===== config.mk =====
export PLATFORM = sky130hd
export DESIGN_NAME = rr_grant_sequencer
export DESIGN_NICKNAME = d
export VERILOG_FILES = /design/src/rtl/rr_grant_sequencer.sv
export SDC_FILE = /design/constraint.sdc
export NUM_CORES = 1
export LEC_CHECK = 0
export CELL_PAD_IN_SITES_DETAIL_PLACEMENT = 0
export CELL_PAD_IN_SITES_GLOBAL_PLACEMENT = 1
export CORE_MARGIN = 2
export CORE_UTILIZATION = 35
export CTS_CLUSTER_SIZE = 14
export DETAILED_ROUTE_END_ITERATION = 6
export GPL_TIMING_DRIVEN = 0
export PLACE_DENSITY_LB_ADDON = 0.12
export SLEW_MARGIN = 40
export SYNTH_ARGS = -nofsm -noshare
export SYNTH_HDL_FRONTEND = slang
export SYNTH_SLANG_ARGS = --single-unit

===== constraint.sdc =====
create_clock -name clk -period 4.8 [get_ports clk]
set_input_delay 0.96 -clock clk [delete_from_list [all_inputs] [get_ports clk]]
set_output_delay 0.96 -clock clk [all_outputs]
set_load 0.03 [all_outputs]

===== src/rtl/rr_grant_sequencer.sv =====
// Grant-issuing back end of the round-robin arbiter: turns the pre-calculator's candidate
// mask into one held, one-hot grant and feeds the owner back as last_grant.
module rr_grant_sequencer #(
    parameter int CHANNELS = 8,
    parameter int MAX_HOLD = 16,
    parameter int IDX_W    = $clog2(CHANNELS),
    parameter int CNT_W    = $clog2(MAX_HOLD)
) (
    input  logic                clk,
    input  logic                reset,
    input  logic [CHANNELS-1:0] request,
    input  logic [CHANNELS-1:0] next_grant,
    input  logic [CHANNELS-1:0] done,
    output logic [CHANNELS-1:0] grant,
    output logic                grant_valid,
    output logic [IDX_W-1:0]    grant_idx,
    output logic [CHANNELS-1:0] last_grant,
    output logic                timeout
);

    typedef enum logic [1:0] {
        IDLE   = 2'd0,
        GRANT  = 2'd1,
        SETTLE = 2'd2
    } state_t;

    state_t              state, state_nxt;
    logic [CNT_W-1:0]    cnt, cnt_nxt;
    logic [CHANNELS-1:0] grant_nxt, last_nxt;
    logic                valid_nxt, timeout_nxt;
    logic [IDX_W-1:0]    idx_nxt;

    logic [CHANNELS-1:0] cand;
    logic [IDX_W-1:0]    pick_idx;
    logic                owner_done, owner_req, at_limit;

    // A stale mask from the pre-calculator may name channels that already dropped.
    assign cand       = next_grant & request;
    assign owner_done = done[grant_idx];
    assign owner_req  = request[grant_idx];
    assign at_limit   = (cnt == CNT_W'(MAX_HOLD - 1));

    always_comb begin
        pick_idx = '0;
        for (int i = CHANNELS - 1; i >= 0; i--) begin
            if (cand[i]) pick_idx = IDX_W'(i);
        end
    end

    always_ff @(posedge clk) begin
        if (reset) begin
            state       <= IDLE;
            cnt         <= '0;
            grant       <= '0;
            grant_valid <= 1'b0;
            grant_idx   <= '0;
            last_grant  <= '0;
            timeout     <= 1'b0;
        end else begin
            state       <= state_nxt;
            cnt         <= cnt_nxt;
            grant       <= grant_nxt;
            grant_valid <= valid_nxt;
            grant_idx   <= idx_nxt;
            last_grant  <= last_nxt;
            timeout     <= timeout_nxt;
        end
    end

    always_comb begin
        state_nxt   = state;
        cnt_nxt     = cnt;
        grant_nxt   = grant;
        valid_nxt   = grant_valid;
        idx_nxt     = grant_idx;
        last_nxt    = last_grant;
        timeout_nxt = 1'b0;
        case (state)
            IDLE: begin
                if (|cand) begin
                    grant_nxt = CHANNELS'(1) << pick_idx;
                    last_nxt  = CHANNELS'(1) << pick_idx;
                    idx_nxt   = pick_idx;
                    valid_nxt = 1'b1;
                    cnt_nxt   = '0;
                    state_nxt = GRANT;
                end
            end
            GRANT: begin
                if (owner_done || !owner_req || at_limit) begin
                    grant_nxt   = '0;
                    valid_nxt   = 1'b0;
                    // A coincident done or request drop is a normal release, not a timeout.
                    timeout_nxt = owner_req && !owner_done;
                    state_nxt   = SETTLE;
                end else begin
                    cnt_nxt = cnt + 1'b1;
                end
            end
            SETTLE: begin
                // Lets the pre-calculator register the updated last_grant before resampling.
                state_nxt = IDLE;
            end
            default: state_nxt = IDLE;
        endcase
    end

endmodule


==> metrics.txt <==
final-report max-slew violation count=0; cts hold-fix bufs=0; clk slew on worst S/H paths=0.10 ns; leading area contributor after synthesis=dfxtp_1; CTS tree=built; setup TNS=0 ns; Nets=233; Top Layer Used=met4; clk_skew=0.005581 ns; Max FO, Critical Path=8; drt wl/cell=14.68 um; outcome=completed; Ant. Diodes=0; fin area=1947 sq um; first-pass GRT wire length=6382 um; RSZ-0062 raised after global routing=no; asr flop ratio synth=0%; dominant cells by area after synthesis=dfxtp_1 39%, nand2_1 5.4%, nor2b_1 4.5%; PwrDens=286.7 nW/um^2; worst path arrival time=2.80 ns; Hold Path Stages=2; Fin. Hold Viols=0; Sink Count=27; met3 WL post-DR=94 um; Yosys cell types=48; antenna viol nets, final=0; Mapped Cells=155; largest net degree at the start of global routing=17; Worst VDD drop=138.5 uV; clock root buffer=clkbuf_8; Synth top area share=39.24%; RD Place Congestion=0.7699; die span in x=66.74 um; core area=3716 sq um; Area growth syn-to-layout=41.33%; Slew HR=64.36%; Clk Latency, worst-skew pair=0.27 ns; Total GRT Usage=18.57%; Synth Cell Area=1378 sq um; CP required=4.99 ns; Power Total=0.5581 mW; WL final=3714 um; final number of setup-violating endpoints=0; placed instance area=1898 sq um; worst setup path category=in -> reg; HP Class=reg -> reg; Slew @ Worst Pin=0.5346 ns; DR vias=1384; worst-case clock buffer depth=2; num rows=22; share of cells above drive strength 1=9.268%; total CTS buffers=3; Setup crit end kind=flop; initial DRC count=48; Commonest cells post-synth=27 x dfxtp_1, 20 x nand2_1, 12 x nor2_1, 10 x a21oi_1, 10 x nor2b_1; vias per inst=5.470; Pre-antenna DRT Iters=4; syn avg cell area=8.888 sq um; Die ar.=4454 sq um; WL met1=1756 um; gr ovfl total=0; port buffer count=46; I/O Pins=47; Initial Utilization=37.07%; cell with the most instances after synthesis=dfxtp_1; Max H-tree Level=1; DR WL met2=1846 um; ys flop type=dfxtp_1; FF-to-FF path depth=6; Post-synth EDFFs=0; post-CTS setup buffer count=0; post-cts resize count=0; startpoint types=primary input; vias in the first global route=1314; Post-Synthesis Net Count=182; Die Y=66.74 um; sequential area share after synthesis=39.24%; max_cap viols=0; Tcrit/Tclk final=54.40%; Detailed Place HPWL=2907 um; Synth Warn #=0; DRC=0; Period minus WS final=2.611 ns; fmax=382.9 MHz; initial antenna violation count=0; #FFs+latches synth=27; Leakage Power=0.6670 nW
[per-stage QoR]
stage	hold slack, ns	worst slack (ns)	utilization, %	cells
after detailed placement	0.4494	1.895	51.08	249
after CTS	0.4638	2.190	52.39	253
final	0.4604	2.189	52.39	253
after global placement	0.4478	1.913	51.08	249
after global routing	0.4964	1.990	52.39	253
after floorplan	0.4679	2.576	-	155
[flip-flops by register name, indices dropped and copies added (netlist names)]
| name | flops |
|---|---|
| grant | 8 |
| state | 2 |
| grant_idx | 3 |
| timeout | 1 |
| cnt | 4 |
| last_grant | 8 |
| grant_valid | 1 |
[final cells by class]
cell class,count,area [sq um]
fillers,355,1769
repair buffers,46,460.4
inverters,1,3.754
clock inverters,1,7.507
multi-input cells,120,795.8
plain buffers,7,37.54
clock buffers,3,41.29
flip-flops and latches,27,540.5
well taps,48,60.06
[where the power goes]
part	internal, mW	switching [mW]	total (mW)
combinational	0.0785	0.0985	0.177
clock	0.0589	0.0721	0.131
sequential	0.238	0.0118	0.250
[layout by cell type, fill, tap and decap left out, drive strengths merged, types with 6 or more instances in the layout]
| cell | count |
|---|---|
| clkdlybuf4s50 | 46 |
| dfxtp | 27 |
| nand2 | 21 |
| nor2 | 12 |
| nor2b | 11 |
| a21oi | 11 |
| nand3 | 9 |
| o32ai | 7 |
| clkbuf | 6 |
[final timing paths]
path | startpoint | endpoint | slack, ns
worst max-delay path | request[7] | grant[7]$_SDFFE_PP0P_ | 2.19
worst min-delay path | last_grant[1]$_SDFFE_PP0P_ | last_grant[1]$_SDFFE_PP0P_ | 0.46
worst max register to register | cnt[0]$_SDFFE_PP0P_ | cnt[3]$_SDFFE_PP0P_ | 2.95
worst min register to register | last_grant[1]$_SDFFE_PP0P_ | last_grant[1]$_SDFFE_PP0P_ | 0.46
[cell families (layout without fill, tap and decap cells)]
kind of cell    Yosys count  count (layout)  share of synthesized area [%]
mux                       2               2                          3.270
simple gates             73              73                          28.25
flops                    27              27                          39.24
buf+inv                   8              58                          2.997
compound gates           44              44                          25.34
fa+ha+maj                 1               1                         0.9081
[layer usage]
metal | track usage (%) | vias up
li1 | - | 685
met4 | 3.827 | 0
met2 | 31.13 | 22
met1 | 25.39 | 675
met3 | 2.534 | 2
met5 | 0 | -
[worst max-delay path: stages]
cell,delay (ns)
clkdlybuf4s50_1,0.44
a22oi_1,0.41
a41o_1,0.41
nor2b_1,0.16
buf_2,0.20
nand2_1,0.09
o32ai_2,0.12
Note: power is estimated with default switching activity, not from simulation.
